[src/rtl/mem_load_extender_pkg.sv]
// Shared types and constants for the multi-cycle load/extend unit.
package mem_load_extender_pkg;

  typedef enum logic [1:0] {
    IDLE  = 2'd0,
    FETCH = 2'd1,
    DONE  = 2'd2
  } state_t;

  localparam logic [1:0] SZ_BYTE  = 2'd0;
  localparam logic [1:0] SZ_HALF  = 2'd1;
  localparam logic [1:0] SZ_WORD  = 2'd2;
  localparam logic [1:0] SZ_DWORD = 2'd3;

  localparam int MEM_OFF_W = 3;

  // A load is legal only when all of its bytes fit in the register width.
  function automatic logic size_legal(input logic [1:0] sz, input int data_w);
    return (8 << sz) <= data_w;
  endfunction

endpackage

[src/rtl/mem_load_extender_width_extender.sv]
// Combinational sign/zero extension of the low 8*2^size bits of an assembly word.
module width_extender
  import mem_load_extender_pkg::*;
#(
  parameter int DATA_W = 32
) (
  input  logic [DATA_W-1:0] assembly,
  input  logic [1:0]        size,
  input  logic              sign_ext,
  output logic [DATA_W-1:0] extended
);

  logic [3:0] msb;

  // Sign bit per size; sizes wider than the register never reach the output.
  for (genvar gi = 0; gi < 4; gi++) begin : g_msb
    if ((8 << gi) <= DATA_W) begin : g_fit
      assign msb[gi] = assembly[(8 << gi) - 1];
    end else begin : g_wide
      assign msb[gi] = 1'b0;
    end
  end

  always_comb begin
    int  nbits;
    logic fill;
    nbits    = 8 << size;
    fill     = sign_ext & msb[size];
    extended = '0;
    for (int i = 0; i < DATA_W; i++) begin
      extended[i] = (i < nbits) ? assembly[i] : fill;
    end
  end

endmodule

[src/rtl/mem_load_extender.sv]
// Fetches 1/2/4/8 bytes one beat at a time, assembles them little-endian and extends to DATA_W.
module mem_load_extender
  import mem_load_extender_pkg::*;
#(
  parameter int DATA_W = 32
) (
  input  logic                 clk,
  input  logic                 reset,
  input  logic                 start,
  input  logic [1:0]           size,
  input  logic                 sign_ext,
  output logic                 mem_req,
  output logic [MEM_OFF_W-1:0] mem_off,
  input  logic                 mem_ack,
  input  logic [7:0]           mem_rdata,
  output logic                 busy,
  output logic                 done,
  output logic                 err,
  output logic [DATA_W-1:0]    data_out
);

  state_t                 state_reg;
  logic [MEM_OFF_W-1:0]   k_reg;
  logic [MEM_OFF_W-1:0]   last_k;
  logic [1:0]             size_reg;
  logic                   sign_reg;
  logic [DATA_W-1:0]      asm_reg;
  logic [DATA_W-1:0]      asm_next;
  logic [DATA_W-1:0]      ext_value;

  // The byte arriving with the current ack is merged before extension so the
  // final beat can be registered straight into data_out.
  for (genvar gi = 0; gi < DATA_W / 8; gi++) begin : g_lane
    assign asm_next[gi*8 +: 8] = (k_reg == MEM_OFF_W'(gi)) ? mem_rdata : asm_reg[gi*8 +: 8];
  end

  assign last_k = MEM_OFF_W'((1 << size_reg) - 1);

  width_extender #(.DATA_W(DATA_W)) u_ext (
    .assembly (asm_next),
    .size     (size_reg),
    .sign_ext (sign_reg),
    .extended (ext_value)
  );

  always_ff @(posedge clk) begin
    if (reset) begin
      state_reg <= IDLE;
      k_reg     <= '0;
      size_reg  <= SZ_BYTE;
      sign_reg  <= 1'b0;
      asm_reg   <= '0;
      mem_req   <= 1'b0;
      mem_off   <= '0;
      busy      <= 1'b0;
      done      <= 1'b0;
      err       <= 1'b0;
      data_out  <= '0;
    end else begin
      case (state_reg)
        IDLE: begin
          done <= 1'b0;
          if (start) begin
            size_reg <= size;
            sign_reg <= sign_ext;
            k_reg    <= '0;
            mem_off  <= '0;
            asm_reg  <= '0;
            busy     <= 1'b1;
            if (size_legal(size, DATA_W)) begin
              state_reg <= FETCH;
              mem_req   <= 1'b1;
              err       <= 1'b0;
            end else begin
              state_reg <= DONE;
              done      <= 1'b1;
              err       <= 1'b1;
              data_out  <= '0;
            end
          end
        end
        FETCH: begin
          if (mem_ack) begin
            asm_reg <= asm_next;
            if (k_reg == last_k) begin
              state_reg <= DONE;
              mem_req   <= 1'b0;
              mem_off   <= '0;
              done      <= 1'b1;
              data_out  <= ext_value;
            end else begin
              k_reg   <= k_reg + 1'b1;
              mem_off <= k_reg + 1'b1;
            end
          end
        end
        DONE: begin
          state_reg <= IDLE;
          done      <= 1'b0;
          busy      <= 1'b0;
        end
        default: begin
          state_reg <= IDLE;
          mem_req   <= 1'b0;
          busy      <= 1'b0;
          done      <= 1'b0;
        end
      endcase
    end
  end

endmodule

[config.mk]
export PLATFORM = sky130hd
export DESIGN_NAME = mem_load_extender
export DESIGN_NICKNAME = d
export VERILOG_FILES = /design/src/rtl/mem_load_extender_pkg.sv /design/src/rtl/mem_load_extender_width_extender.sv /design/src/rtl/mem_load_extender.sv
export SDC_FILE = /design/constraint.sdc
export NUM_CORES = 1
export LEC_CHECK = 0
export CORE_UTILIZATION = 40
export CTS_BUF_LIST = sky130_fd_sc_hd__clkbuf_8
export CTS_CLUSTER_DIAMETER = 30
export CTS_CLUSTER_SIZE = 10
export DETAILED_ROUTE_END_ITERATION = 16
export PLACE_DENSITY = 0.67
export REMOVE_ABC_BUFFERS = 1
export SLEW_MARGIN = 20
export SYNTH_ARGS = -nofsm -noshare
export SYNTH_HDL_FRONTEND = slang
export SYNTH_HIERARCHICAL = 1
export SYNTH_SLANG_ARGS = --single-unit
[constraint.sdc]
create_clock -name clk -period 2.5 [get_ports clk]
set_input_delay 0.25 -clock clk [delete_from_list [all_inputs] [get_ports clk]]
set_output_delay 0.25 -clock clk [all_outputs]
set_load 0.01 [all_outputs]
==> impl_results.md, run 1 <==
* Setup crit start kind: flip-flop
* Area growth, synth to finish at 18.3%
* Reg clk slew, reported paths at around 0.08 ns
* Crit path max-delay cell type: dfxtp_1
* RSZ-0062 raised after global routing: no
* GRT Total Usage at 0.187
* Least-Margin Pin Slew at about 0.65 ns
* HP Start: asm_reg[25]
* Initial antenna violation count at 0
* Critical Path, Cell by Cell: inv_1, ha_1, and2b_1, mux2_2, mux2i_4, buf_4, o21ai_0, nand2_1, mux2i_1
* Final hold vios at 0
* Ys flop type: dfxtp_1
* Power Density at 592 mW/mm^2
* TritonCTS clock tree: built
* Setup TNS Final at 0 ns
* Leak pwr at about 1.9 nW
* Reg-to-Reg Start: k_reg[0]
* Max Clk Rate at 0.433 GHz
* Reg2reg end: data_out[28]
* Hold Crit Class: reg -> reg
* Drt total wl at 8960 um
* Netlist cell types at 44
* Clock sinks at 79
* Vias/cell at 5.17
* R2r setup slk at approximately 0.19 ns
* Critical path required time at between 2 and 3 ns
* TritonCTS Buffers at 9
* Grt total ovfl at 0
* Detailed Route Iter0 Violations at around 170
* Skew-Pair Late Insertion Delay at between 0.3 and 0.4 ns
* Number of cell rows at 36
* Final setup fails at 0
* Die area at 0.0103 sq mm
* Mapped Area at 0.00398 sq mm
* Peak supply drop at 0.285 mV
* Syn Area/Cell at approximately 9 sq um
* Post-CTS Hold Fix Bufs at 0
* IO buf count at 53
* Worst Hold Endpoint: asm_reg[25]
* Multi-input logic area at 0.00213 sq mm
* Layout Skew at roughly 0.012 ns
* EDFF count, synth at 0
* Die width at roughly 100 um
* Dpl cells at a little over 600
* First-pass GRT wire length at between 15,000 and 20,000 um
* Register area share after synthesis at 0.398
* Ys Warns at 6
* GP Congestion at between 0.8 and 0.9
* Num ports at 54
* Worst path max stage delay at 0.55 ns
* Synth top area cells: dfxtp_1 (40%), nand2_1 (9.5%), mux2_2 (9.3%)
* Number of setup buffers added after CTS at 0
* Worst Setup End Kind: flip-flop
* Status: finished, final reports clean
* Largest net degree at the start of global routing at 30
* First drt pass iteration count at 5
* Area leader, netlist: dfxtp_1
* # DRC at 0
* Cell depth of the worst flop-to-flop path at 9
* CTS max path bufs at 2
* DP Wirelength at about 6300 um
* Reg area at roughly 0.0016 sq mm
* Non-filler cells in the finished layout at between 600 and 700
* Synth Instances at 452
* Number of global-route vias before repair at 3,142
* Max_cap viols at 0
* Diodes inserted at 0
* Fillers at 935
* Setup CP Type: reg -> reg
* Via count at about 3,200
* Post-CTS Resized at 0
* Final min period at 2.31 ns
* Die height at 102 um
* Post-route clock period utilization at 0.924
* Post-synth ARST share at 0
* WHS Path Cells at 2
* Core Footprint at about 0.0097 sq mm
* CP max FO at 16
* Total power at 2.79 mW
* Worst EP arrival at 2.53 ns
* Layout cell share with drive strength beyond 1 at 0.159
* Initial core utilization at 0.411
* H-tree levels at 3
* Nets at 508
* Min Hold Slack at 0.454 ns
* Yosys top cell area share at 0.398
* Slew Limit Fails at 0
* Clk root buf: clkbuf_8
* Yosys reg bits at 79
* Worst rel slew slack at 0.567
* Detail Route Antenna Nets at 0
* WL/cell at about 14 um
-- where the power goes --
| part | total [mW] | internal, mW | switching [mW] |
|---|---|---|---|
| Sequential | 1.34 | 1.29 | 0.0458 |
| Clock | 0.829 | 0.396 | 0.433 |
| Combinational | 0.622 | 0.274 | 0.349 |
-- critical path, delay by kind of cell (launching register included) --
family	cells	cell delay [ns]
mux	3	0.57
buf+inv	2	0.39
compound gates	1	0.11
flops	1	0.55
simple gates	2	0.36
fa+ha+maj	1	0.21
-- cells by family (layout without fill, tap and decap cells) --
kind of cell,count (synthesis),after routing,synth area share
AND/OR/NAND/NOR,167,167,0.183
flip-flops,79,79,0.398
adder cells (fa/ha/maj),5,5,0.0157
buffers and inverters,48,87,0.0692
multiplexers,69,69,0.187
AO/OA/AOI/OAI,84,84,0.148
-- area by class of cell --
cell class	count	share of cell area
tap	133	0.0354
timing repair buffer	67	0.135
clock inverter	3	0.00266
sequential	79	0.336
clock buffer	11	0.0322
inverter	6	0.00479
multi-input combinational	325	0.454
-- through the flow --
| step | worst slack, ns | util | instance area, sq um |
|---|---|---|---|
| floorplan | 0.0226 | - | 3720 |
| global placement | 0.311 | 0.468 | 4540 |
| detailed placement | 0.232 | 0.468 | 4540 |
| CTS | 0.212 | 0.485 | 4700 |
| global route | 0.0224 | 0.486 | 4700 |
| finish | 0.191 | 0.486 | 4700 |
-- synthesized netlist by cell type (4+ instances only) --
cell type / count
mux2i_1: 35
buf_12: 4
a22oi_1: 24
and3_1: 4
dfxtp_1: 79
a21oi_1: 14
ha_1: 5
nand3_1: 10
nor2_1: 34
o211ai_1: 7
nand2_1: 101
o21ai_0: 16
clkbuf_1: 29
inv_1: 6
o21ai_2: 10
mux2_2: 33
-- worst max path at each step --
| stage | start | end | slack (ns) |
|---|---|---|---|
| floorplan | size_reg[1] | data_out[0] | 0.02 |
| global placement | k_reg[0] | data_out[29] | 0.31 |
| detailed placement | k_reg[0] | data_out[20] | 0.23 |
| CTS | k_reg[0] | data_out[20] | 0.21 |
| global route | k_reg[0] | data_out[26] | 0.02 |
| finish | k_reg[0] | data_out[28] | 0.19 |
-- cell usage in the layout (no fill, tap or decap), drive strengths merged, types with 11 or more instances in the layout --
cell type	n
nand2	101
dfxtp	79
clkdlybuf4s50	53
mux2i	36
nor2	34
mux2	33
o21ai	27
a22oi	24
a21oi	14
buf	14
clkbuf	11
-- metal layers --
layer / vias to the layer above / track usage / routed length, um
li1: 1633 / - / -
met1: 1497 / 0.246 / 4230
met2: 91 / 0.310 / 4210
met3: 7 / 0.0276 / 459
met4: 0 / 0.0647 / 67
met5: - / 0 / 0
Note: power is estimated with default switching activity, not from simulation.
==> run 2: changes to the inputs <==
--- a/config.mk
+++ b/config.mk
@@ -7,7 +7,7 @@
 export LEC_CHECK = 0
 export CORE_UTILIZATION = 40
 export CTS_BUF_LIST = sky130_fd_sc_hd__clkbuf_8
-export CTS_CLUSTER_DIAMETER = 30
+export CTS_CLUSTER_DIAMETER = 100
 export CTS_CLUSTER_SIZE = 10
 export DETAILED_ROUTE_END_ITERATION = 16
 export PLACE_DENSITY = 0.67
==> results of run 2 <==
Final layout, timing and power as in run 1 (identical DEF).
